==> config.mk <==
export PLATFORM = sky130hd
export DESIGN_NAME = pwm_demod
export DESIGN_NICKNAME = d
export VERILOG_FILES = /design/src/rtl/pwm_demod.sv
export SDC_FILE = /design/constraint.sdc
export NUM_CORES = 1
export LEC_CHECK = 0
export BUFFER_PORTS_ARGS = -buffer_cell sky130_fd_sc_hd__buf_2
export CAP_MARGIN = 20
export CORE_UTILIZATION = 30
export CTS_CLUSTER_SIZE = 10
export DETAILED_ROUTE_END_ITERATION = 16
export GPL_TIMING_DRIVEN = 0
export SYNTH_ARGS = -nofsm -noshare
export SYNTH_HDL_FRONTEND = slang
export SYNTH_SLANG_ARGS = --single-unit
==> constraint.sdc <==
create_clock -name clk -period 2.9 [get_ports clk]
set_clock_uncertainty 0.1 [all_clocks]
set_input_delay 0.58 -clock clk [delete_from_list [all_inputs] [get_ports clk]]
set_output_delay 0.58 -clock clk [all_outputs]
set_load 0.01 [all_outputs]
==> src/rtl/pwm_demod.sv <==
// ---------------------------------------------------------------------------
// pwm_demod
// This is the receive end of the dual-rail PWM loopback link (pwm_pos/pwm_neg).
// For each 2^N-tick frame it recovers the on-time of both rails and outputs
// the signed difference as a sample. It also flags rising edges that arrive
// at an unexpected phase.
// Optional feature macro: PWM_DEMOD_PERIOD_EN adds a tone-period measurement
// in frames. The measurement is taken between upward sign crossings of the
// sample.
// ---------------------------------------------------------------------------
module pwm_demod #(
    parameter int unsigned N  = 8,
    parameter int unsigned PW = 12
) (
    input  logic          clk,
    input  logic          reset,
    input  logic          tick,
    input  logic          pwm_pos,
    input  logic          pwm_neg,
    output logic          locked,
    output logic [N-1:0]  pos_val,
    output logic [N-1:0]  neg_val,
    output logic [N:0]    sample,
    output logic          sample_valid,
    output logic          sync_err,
    output logic [PW-1:0] period,
    output logic          period_valid
);

    localparam logic [0:0]   ST_HUNT   = 1'b0;
    localparam logic [0:0]   ST_LOCKED = 1'b1;
    localparam logic [N-1:0] PH_MAX    = '1;

    logic [0:0]   state_q,        state_d;
    logic [N-1:0] phase_q,        phase_d;
    logic [N-1:0] hi_pos_q,       hi_pos_d;
    logic [N-1:0] hi_neg_q,       hi_neg_d;
    logic         prev_pos_q,     prev_pos_d;
    logic         prev_neg_q,     prev_neg_d;
    logic         locked_q,       locked_d;
    logic [N-1:0] pos_val_q,      pos_val_d;
    logic [N-1:0] neg_val_q,      neg_val_d;
    logic [N:0]   sample_q,       sample_d;
    logic         sample_valid_q, sample_valid_d;
    logic         sync_err_q,     sync_err_d;

    logic         rise_c;
    logic [N-1:0] inc_pos_c;
    logic [N-1:0] inc_neg_c;

    // Rail edge detection and saturating on-time increments for this tick
    always_comb begin
        rise_c    = (pwm_pos & ~prev_pos_q) | (pwm_neg & ~prev_neg_q);
        inc_pos_c = (hi_pos_q == PH_MAX) ? PH_MAX : hi_pos_q + N'(pwm_pos);
        inc_neg_c = (hi_neg_q == PH_MAX) ? PH_MAX : hi_neg_q + N'(pwm_neg);
    end

    // Next-state and output logic: frame tracking, counting, result capture
    always_comb begin
        state_d        = state_q;
        phase_d        = phase_q;
        hi_pos_d       = hi_pos_q;
        hi_neg_d       = hi_neg_q;
        prev_pos_d     = prev_pos_q;
        prev_neg_d     = prev_neg_q;
        pos_val_d      = pos_val_q;
        neg_val_d      = neg_val_q;
        sample_d       = sample_q;
        sample_valid_d = 1'b0;
        sync_err_d     = 1'b0;

        if (tick) begin
            prev_pos_d = pwm_pos;
            prev_neg_d = pwm_neg;
            case (state_q)
                ST_HUNT: begin
                    // First rise defines phase 0; this tick already counts
                    if (rise_c) begin
                        state_d  = ST_LOCKED;
                        phase_d  = N'(1);
                        hi_pos_d = N'(pwm_pos);
                        hi_neg_d = N'(pwm_neg);
                    end
                end
                ST_LOCKED: begin
                    if (rise_c && (phase_q != '0)) begin
                        // Misplaced edge: drop the partial frame, restart on it
                        sync_err_d = 1'b1;
                        phase_d    = N'(1);
                        hi_pos_d   = N'(pwm_pos);
                        hi_neg_d   = N'(pwm_neg);
                    end else begin
                        phase_d = phase_q + N'(1);
                        if (phase_q == PH_MAX) begin
                            pos_val_d      = inc_pos_c;
                            neg_val_d      = inc_neg_c;
                            sample_d       = {1'b0, inc_pos_c} - {1'b0, inc_neg_c};
                            sample_valid_d = 1'b1;
                            hi_pos_d       = '0;
                            hi_neg_d       = '0;
                        end else begin
                            hi_pos_d = inc_pos_c;
                            hi_neg_d = inc_neg_c;
                        end
                    end
                end
                default: begin
                    state_d = ST_HUNT;
                end
            endcase
        end

        locked_d = (state_d == ST_LOCKED);
    end

    // State and output registers
    always_ff @(posedge clk or negedge reset) begin
        if (!reset) begin
            state_q        <= ST_HUNT;
            phase_q        <= '0;
            hi_pos_q       <= '0;
            hi_neg_q       <= '0;
            prev_pos_q     <= 1'b0;
            prev_neg_q     <= 1'b0;
            locked_q       <= 1'b0;
            pos_val_q      <= '0;
            neg_val_q      <= '0;
            sample_q       <= '0;
            sample_valid_q <= 1'b0;
            sync_err_q     <= 1'b0;
        end else begin
            state_q        <= state_d;
            phase_q        <= phase_d;
            hi_pos_q       <= hi_pos_d;
            hi_neg_q       <= hi_neg_d;
            prev_pos_q     <= prev_pos_d;
            prev_neg_q     <= prev_neg_d;
            locked_q       <= locked_d;
            pos_val_q      <= pos_val_d;
            neg_val_q      <= neg_val_d;
            sample_q       <= sample_d;
            sample_valid_q <= sample_valid_d;
            sync_err_q     <= sync_err_d;
        end
    end

    assign locked       = locked_q;
    assign pos_val      = pos_val_q;
    assign neg_val      = neg_val_q;
    assign sample       = sample_q;
    assign sample_valid = sample_valid_q;
    assign sync_err     = sync_err_q;

`ifdef PWM_DEMOD_PERIOD_EN
    logic          restart_c;
    logic          gt0_c;
    logic [PW-1:0] frm_cnt_q,      frm_cnt_d;
    logic [PW-1:0] period_q,       period_d;
    logic          period_valid_q, period_valid_d;
    logic          armed_q,        armed_d;
    logic          last_gt0_q,     last_gt0_d;

    // Frame phase restarts on lock or sync error; period history is void then
    assign restart_c = tick & rise_c & ((state_q == ST_HUNT) | (phase_q != '0));
    assign gt0_c     = ~sample_d[N] & (sample_d != '0);

    // Period measurement between upward sign crossings of the sample
    always_comb begin
        frm_cnt_d      = frm_cnt_q;
        period_d       = period_q;
        period_valid_d = 1'b0;
        armed_d        = armed_q;
        last_gt0_d     = last_gt0_q;

        if (restart_c) begin
            frm_cnt_d  = '0;
            armed_d    = 1'b0;
            last_gt0_d = 1'b0;
        end else if (sample_valid_d) begin
            if (gt0_c && !last_gt0_q) begin
                if (armed_q) begin
                    period_d       = frm_cnt_q;
                    period_valid_d = 1'b1;
                end
                armed_d   = 1'b1;
                frm_cnt_d = PW'(1);
            end else if (frm_cnt_q != '1) begin
                frm_cnt_d = frm_cnt_q + PW'(1);
            end
            last_gt0_d = gt0_c;
        end
    end

    // Period registers
    always_ff @(posedge clk or negedge reset) begin
        if (!reset) begin
            frm_cnt_q      <= '0;
            period_q       <= '0;
            period_valid_q <= 1'b0;
            armed_q        <= 1'b0;
            last_gt0_q     <= 1'b0;
        end else begin
            frm_cnt_q      <= frm_cnt_d;
            period_q       <= period_d;
            period_valid_q <= period_valid_d;
            armed_q        <= armed_d;
            last_gt0_q     <= last_gt0_d;
        end
    end

    assign period       = period_q;
    assign period_valid = period_valid_q;
`else
    assign period       = '0;
    assign period_valid = 1'b0;
`endif

endmodule

==> flow_summary.ini, run 1 <==
[yosys]
synth_area_leaders = dfrtp_1 (43%), o21ai_0 (6.9%), nand2_1 (6.7%), ha_1 (4.4%), buf_4 (3.6%)
yosysWarnings = 0
yosysMostFrequentCell = nand2_1
synthTopCellsByCount = nand2_1 (56), dfrtp_1 (54), o21ai_0 (43), nor2_1 (26), buf_4 (15)
synth_edf_count = 0
syn-cell-area_um2 = 3120
syn_inst = 348
synth_largest_area_cell = dfrtp_1
synthDistinctLibCells = 55
ys_ff_latch = 54
syn_avg_cell_area_um2 = 8.98
async_flop_share = 1.00
synth_top_cell_area_share = 0.433
yosysSeqAreaShare = 0.433
synth_ff_type = dfrtp_1

[setup_path]
crit_type = reg -> reg
cp_common_cell = ha_4
crit_chain = ha_4, ha_4, nor2_4, xnor2_2, ha_4, o21bai_4, o41ai_4, o32ai_4, nor3_2, a211oi_2, o41ai_1
cp-end-kind = flop
slowest_stage = dfrtp_1
start_kind = flop
worstPathMaxFanout = 5
required_ps = 3020
reg2reg_depth = 11
cp_slowest_stage_delay_ps = 440
cp.arrival_ps = 2980

[clock_tree]
insertion_delay_ps = 310
cts_made_buffers = 5
htreeDepth = 2
cts_sinks = 54
tritoncts = yes
root_buffer = clkbuf_8
clk_pin_slew_ps = 100
clock_path_buffers = 2

[sta]
rsz0062_at_grt = true
fin_ws_ps = 34.7
max_slew.worst_pin.slew_ps = 595
hold_slack_ps = 159
min_period_over_period = 0.988
slew_viol_final = 0
finalHoldViolations = 0
relSlewSlack = 0.603
period_needed_ps = 2870
fmax_ghz = 0.349
setup_violations = 0

[pwr]
p_int_mw = 1.75
p_leak_nw = 1.92
comb_power_share = 0.528
p_clk_frac = 0.157
switchingPower_mw = 1.07
pwr-share-seq = 0.314
switching_share = 0.380
p_per_area_nw_per_um2 = 704
vdd_drop_max_mv = 0.363

[cells_and_area]
drive_above_1_share = 0.298
multi_input_area_um2 = 1780
regArea_um2 = 1360
final.fill_count = 998
diodes = 0
area_growth_pct = 28.2
fin_nets = 444

[global_route]
grt_max_degree = 31
overflow = 0
antenna_found_initial = 0
grt_pass1_vias = 2656
grt_use_total = 0.152
grt_pass1_wl_mm = 13.3

[route]
wire_per_inst_um = 14.2
drc = 0
via_per_inst = 4.93
wirelength_mm = 7.98
num_vias = 2768
firstDrtPassIters = 4
dr.first_iter.drc_count = 218
antenna_left = 0

[floorplan]
start_util = 0.314
fp.coreArea_um2 = 9950
die_area_um2 = 10800
die_w_um = 104
boundaryPins = 46
die_h_um = 104
rows = 36

[outcome]
status = completed

[placed_design]
dp_hpwl_mm = 5.70
gp_congestion = 0.864
preCtsSetupSlack_ps = -437
portBuffers = 32

[run]
maxCapViolations = 0

[min_path]
min_path_type = in -> async
-- metal layers --
metal  share of wire  vias to the layer above  wire length, um  track usage
met4           0.017                        0              134       0.0510
met1            0.48                     1348             3850        0.202
li1                -                     1357                -            -
met2            0.47                       54             3740        0.253
met3           0.032                        9              254       0.0226
met5               0                        -                0            0
-- path summary, 6_finish.rpt --
| path | slack [ps] | start | to |
|---|---|---|---|
| min in group clk | 380 | neg_val[2]$_DFFE_PN0P_ | neg_val[2]$_DFFE_PN0P_ |
| hold / removal | 160 | reset | phase_q[4]$_DFFE_PN0P_ |
| hold reg to reg | 380 | neg_val[2]$_DFFE_PN0P_ | neg_val[2]$_DFFE_PN0P_ |
| setup reg to reg | 30 | hi_pos_q[0]$_DFFE_PN0P_ | sample[8]$_DFFE_PN0P_ |
| max in group asynchronous | 1960 | reset | hi_pos_q[1]$_DFFE_PN0P_ |
| setup / recovery | 30 | hi_pos_q[0]$_DFFE_PN0P_ | sample[8]$_DFFE_PN0P_ |
-- layout make-up --
class	count	share of cell area
Inverter	11	0.0106
Buffer	26	0.0416
Clock inverter	2	0.00313
Multi-Input combinational cell	268	0.445
Tap cell	133	0.0416
Clock buffer	6	0.0206
Sequential cell	54	0.338
Timing Repair Buffer	62	0.0994
-- cell families after synthesis --
kind of cell / count (synthesis) / synth area share
buffers and inverters: 38 / 0.0661
and+or+nand+nor: 129 / 0.197
DFF: 54 / 0.433
muxes: 9 / 0.0304
adders and majority gates: 11 / 0.0441
other: 1 / 0.00120
xor gates and xnor gates: 12 / 0.0336
AOI/OAI and AO/OA: 94 / 0.195
-- critical path, delay by kind of cell (launching register included) --
kind	cells	cell delay, ps
AOI/OAI and AO/OA	5	1040
xor gates and xnor gates	1	110
adders and majority gates	3	620
DFF	1	440
and+or+nand+nor	2	460
-- state kept, by name, indices dropped and copies added, names as in the netlist --
name,flops
hi_neg_q,8
hi_pos_q,8
locked,1
neg_val,8
phase_q,8
pos_val,8
prev_neg_q,1
prev_pos_q,1
sample,9
sample_valid,1
sync_err,1
-- power groups by stage --
| stage | clock [mW] | sequential, mW | combinational (mW) |
|---|---|---|---|
| finish | 0.444 | 0.885 | 1.49 |
| CTS | 0.460 | 0.895 | 1.22 |
| global placement | 0 | 0.913 | 1.01 |
| floorplan | 0 | 0.900 | 0.806 |
| global route | 0.482 | 0.899 | 1.62 |
| detailed placement | 0 | 0.921 | 1.03 |
-- cell usage in the layout (no fill, tap or decap), types with 8 or more instances in the layout --
cell,instances
nand2_1,56
o21ai_0,43
inv_1,8
o21ai_1,9
nand3_1,8
xnor2_1,8
buf_2,36
dfrtp_1,51
a21oi_1,9
buf_4,42
conb_1,13
nor2_1,21
-- through the flow --
| step | TNS (ps) | util | std cells | instance area, um2 | total power, mW |
|---|---|---|---|---|---|
| final | 0 | 0.402 | 562 | 4000 | 2.82 |
| after global routing | -194 | 0.402 | 562 | 4000 | 3.00 |
| after CTS | 0 | 0.385 | 549 | 3830 | 2.58 |
| after detailed placement | -1530 | 0.356 | 526 | 3550 | 1.96 |
| after global placement | -1330 | 0.354 | 525 | 3530 | 1.93 |
| after floorplan | 0 | - | 360 | 3200 | 1.71 |
-- timing repair --
| action | 4_1_cts | 5_1_grt |
|---|---|---|
| gates cloned | 0 | 0 |
| hold buffers | 0 | 0 |
| buffers inserted | 15 | 14 |
| endpoints found under the hold margin | 0 | 0 |
| setup endpoints to repair | 5 | 5 |
| pin swaps | 11 | 17 |
| gates resized for setup | 22 | 13 |
No activity file was read; power rests on OpenSTA's default activity.
==> inputs of run 2 (changes only) <==
- clock period: 2.9 -> 3.7 ns (I/O delays scaled with it)
==> flow_summary.ini, run 2 (synthesized netlist as in run 1, its figures left out) <==
[setup_path]
start_kind = primary input
worstPathMaxFanout = 5
cp-end-kind = flop
r2r_slack_ps = 310
required_ps = 3810
crit_type = in -> reg
cp.arrival_ps = 3580

[route]
wire_per_inst_um = 13.9
drc = 0
num_vias = 2649
firstDrtPassIters = 4
dr.first_iter.drc_count = 178
via_per_inst = 4.97
wirelength_mm = 7.43
antenna_left = 0

[pwr]
p_per_area_nw_per_um2 = 511
vdd_drop_max_mv = 0.215
p_leak_nw = 1.75
p_total_mw = 1.84

[global_route]
grt_max_degree = 34
grt_use_total = 0.147
grt_pass1_wl_mm = 12.8
grt_pass1_vias = 2539
antenna_found_initial = 0
overflow = 0

[cells_and_area]
layout.cells.non_filler = 533
final.fill_count = 1046
final_cell_mix = nand2_1 (56), dfrtp_1 (54), o21ai_0 (43), buf_2 (37), nor2_1 (25)
diodes = 0
largest_register_ffs = 9
fin_nets = 416
final_common_cell = nand2_1
drive_above_1_share = 0.190
final_area_um2 = 3600
regArea_um2 = 1350
multi_input_area_um2 = 1610
area_growth_pct = 15.3

[clock_tree]
htreeDepth = 2
insertion_delay_ps = 310
cts_made_buffers = 5
clock_path_buffers = 2
clk_pin_slew_ps = 100
tritoncts = yes
cts_sinks = 54
hold_buffers = 0
root_buffer = clkbuf_8

[sta]
finalHoldViolations = 0
setup_tns_ps = 0
min_period_over_period = 0.937
max_slew.worst_pin.slew_ps = 767
slew_viol_final = 0
hold_slack_ps = 280
period_needed_ps = 3470
setup_violations = 0
relSlewSlack = 0.485
fmax_ghz = 0.289
rsz0062_at_grt = false

[min_path]
min_path_type = in -> async

[floorplan]
die_area_um2 = 10800
rows = 36
start_util = 0.314
boundaryPins = 46
die_w_um = 104
die_h_um = 104
fp.coreArea_um2 = 9950

[placed_design]
placed_cells = 526
dp_hpwl_mm = 5.70
gp_congestion = 0.829
post_dp_cell_area_um2 = 3520
portBuffers = 32

[run]
maxCapViolations = 0

[outcome]
status = completed
-- run 2: cell types whose count changed in the layout (fill, tap and decap cells not counted), sizes merged --
cell,before,now
buf,81,53
clkbuf,13,12
clkinvlp,1,0
inv,10,11
-- run 2: final cells by class --
cell class | count | share of cell area
Buffer | 27 | 0.0455
Clock buffer | 5 | 0.0191
Clock inverter | 2 | 0.00382
Inverter | 11 | 0.0118
Multi-Input combinational cell | 268 | 0.448
Sequential cell | 54 | 0.375
Tap cell | 133 | 0.0462
Timing Repair Buffer | 33 | 0.0500
-- run 2: per-stage QoR --
| stage | worst slack (ps) | util |
|---|---|---|
| 5_1_grt | 8.51 | 0.362 |
| 4_1_cts | 168 | 0.361 |
| 3_3_place_gp | -129 | 0.351 |
| 6_report | 234 | 0.362 |
| 3_5_place_dp | -143 | 0.353 |
| 2_1_floorplan | 420 | - |
-- run 2: per-layer routing --
layer | vias to the layer above | track usage | wire length, um
li1 | 1301 | - | -
met1 | 1282 | 0.206 | 3580
met2 | 58 | 0.228 | 3390
met3 | 8 | 0.0251 | 344
met4 | 0 | 0.0469 | 110
met5 | - | 0 | 0
-- run 2: worst paths after layout --
path,from,to,cells after the start
max,pwm_pos,sample[8]$_DFFE_PN0P_,12
min,reset,locked$_DFFE_PN0P_,1
max reg2reg,hi_pos_q[2]$_DFFE_PN0P_,sample[8]$_DFFE_PN0P_,13
min reg2reg,pos_val[4]$_DFFE_PN0P_,pos_val[4]$_DFFE_PN0P_,2
max in group asynchronous,reset,hi_neg_q[7]$_DFFE_PN0P_,2
min in group clk,pos_val[4]$_DFFE_PN0P_,pos_val[4]$_DFFE_PN0P_,2
-- run 2: repair_timing --
item / 4_1_cts / 5_1_grt
endpoints found under the setup margin: 0 / 1
endpoints found under the hold margin: 0 / 0
setup buffers: 0 / 0
gates resized for setup: 0 / 1
-- run 2: power by group --
part           internal (mW)  switching [mW]  total, mW
sequential             0.641          0.0625      0.704
combinational          0.342           0.465      0.807
clock                  0.131           0.198      0.329
-- run 2: critical path: stages --
cell	delay, ps
buf_2	130
ha_1	250
ha_1	360
nor2_2	290
xnor2_1	120
ha_1	250
o21bai_1	200
o41ai_2	380
o32ai_2	170
o21ai_1	270
a211oi_1	120
o41ai_1	300
==> inputs of run 3 (changes only) <==
- GPL_TIMING_DRIVEN: 0 -> unset
==> flow_summary.ini, run 3 (synthesized netlist as in run 1, its figures left out) <==
[outcome]
status = completed

[sta]
max_slew.worst_pin.slew_ps = 698
setup_tns_ps = 0
hold_slack_ps = 373
setup_violations = 0
rsz0062_at_grt = false
slew_viol_final = 0
min_period_over_period = 0.897
period_needed_ps = 3320
fmax_ghz = 0.301
finalHoldViolations = 0
relSlewSlack = 0.531

[pwr]
switchingPower_uw = 712
p_int_mw = 1.18
p_per_area_nw_per_um2 = 541
switching_share = 0.376
comb_power_share = 0.415
vdd_drop_max_mv = 0.244
pwr-share-seq = 0.375
p_leak_nw = 1.68
p_clk_frac = 0.210

[floorplan]
rows = 36
die_w_um = 104
die_area_um2 = 10800
die_h_um = 104
fp.coreArea_um2 = 9950
start_util = 0.314
boundaryPins = 46

[setup_path]
r2r_start = hi_neg_q[4]$_DFFE_PN0P_
cp_common_cell = ha_1
cp.arrival_ps = 3420
setup.worst_path.start = pwm_pos
cp-end-kind = flop
required_ps = 3800
start_kind = primary input
worstPathMaxFanout = 5
slowest_stage = nor4_1
crit_chain = buf_2, ha_1, ha_1, nor2_1, xnor2_1, ha_1, o21bai_1, nor4_1, o32ai_2, o21ai_1, a211oi_1, o41ai_1
crit_type = in -> reg
cp_slowest_stage_delay_ps = 380

[cells_and_area]
diodes = 0
area_growth_pct = 12.1
final_common_cell = nand2_1
drive_above_1_share = 0.163
final_util = 0.352
final.fill_count = 1018
fin_nets = 396
largest_register_ffs = 9
layout.cells.non_filler = 514
final_cell_mix = nand2_1 (56), dfrtp_1 (54), o21ai_0 (42), buf_2 (32), nor2_1 (26)

[clock_tree]
cts_made_buffers = 5
root_buffer = clkbuf_8
insertion_delay_ps = 310
clock_path_buffers = 2
htreeDepth = 2
clk_pin_slew_ps = 100
hold_buffers = 0
ctsResizeCount = 0
cts_sinks = 54
postCtsSetupBuffers = 0
tritoncts = yes

[route]
antenna_left = 0
num_vias = 2507
dr.first_iter.drc_count = 91
wirelength_mm = 7.13
wire_per_inst_um = 13.9
firstDrtPassIters = 4
drc = 0
via_per_inst = 4.88

[global_route]
grt_use_total = 0.139
antenna_found_initial = 0
grt_pass1_vias = 2426
grt_max_degree = 33
overflow = 0
grt_pass1_wl_mm = 12.1

[placed_design]
portBuffers = 32
placed_cells = 506
gp_congestion = 0.901
dp_hpwl_mm = 5.43

[min_path]
min_path_type = in -> async

[run]
maxCapViolations = 0
-- run 3: worst max-delay path: cells and delay by family --
family / cells / cell delay [ps]
simple gates: 2 / 570
compound gates: 5 / 1060
fa+ha+maj: 3 / 830
xor+xnor: 1 / 100
buf+inv: 1 / 120
-- run 3: path summary, 6_finish.rpt --
path,to,slack (ps),cells after the start
setup / recovery,sample[8]$_DFFE_PN0P_,380,12
hold / removal,phase_q[3]$_DFFE_PN0P_,370,1
setup reg to reg,sample[8]$_DFFE_PN0P_,380,13
hold reg to reg,neg_val[7]$_DFFE_PN0P_,380,2
max in group asynchronous,sample[0]$_DFFE_PN0P_,2360,2
min in group clk,neg_val[7]$_DFFE_PN0P_,380,2
-- run 3: stage by stage --
stage | setup slack (ps) | total power, mW | cell area [um2]
final | 382 | 1.89 | 3500
after global routing | 159 | 2.05 | 3500
after CTS | 381 | 1.91 | 3500
after detailed placement | 63.8 | 1.50 | 3390
after global placement | 223 | 1.48 | 3390
after floorplan | 420 | 1.31 | 3170
-- run 3: metal layers --
metal / wire, um / track usage / vias to the layer above
met3: 207 / 0.0219 / 9
met5: 0 / 0 / -
met1: 3620 / 0.193 / 1188
met4: 163 / 0.0571 / 0
met2: 3130 / 0.214 / 44
li1: - / - / 1266
-- run 3: final cells by class --
cell class / count / area, um2 / share of cell area
multi-input cells: 268 / 1610 / 0.460
flip-flops and latches: 54 / 1350 / 0.386
repair buffers: 40 / 220 / 0.0629
well taps: 133 / 166 / 0.0475
clock buffers: 6 / 72.6 / 0.0207
inverters: 11 / 42.5 / 0.0121
clock inverters: 2 / 37.5 / 0.0107
-- run 3: power by group through the flow --
stage / Sequential (mW) / Clock, mW / Combinational, mW
floorplan: 0.700 / 0 / 0.612
finish: 0.709 / 0.398 / 0.786
global route: 0.721 / 0.441 / 0.890
CTS: 0.709 / 0.414 / 0.782
detailed placement: 0.720 / 0 / 0.779
global placement: 0.719 / 0 / 0.758
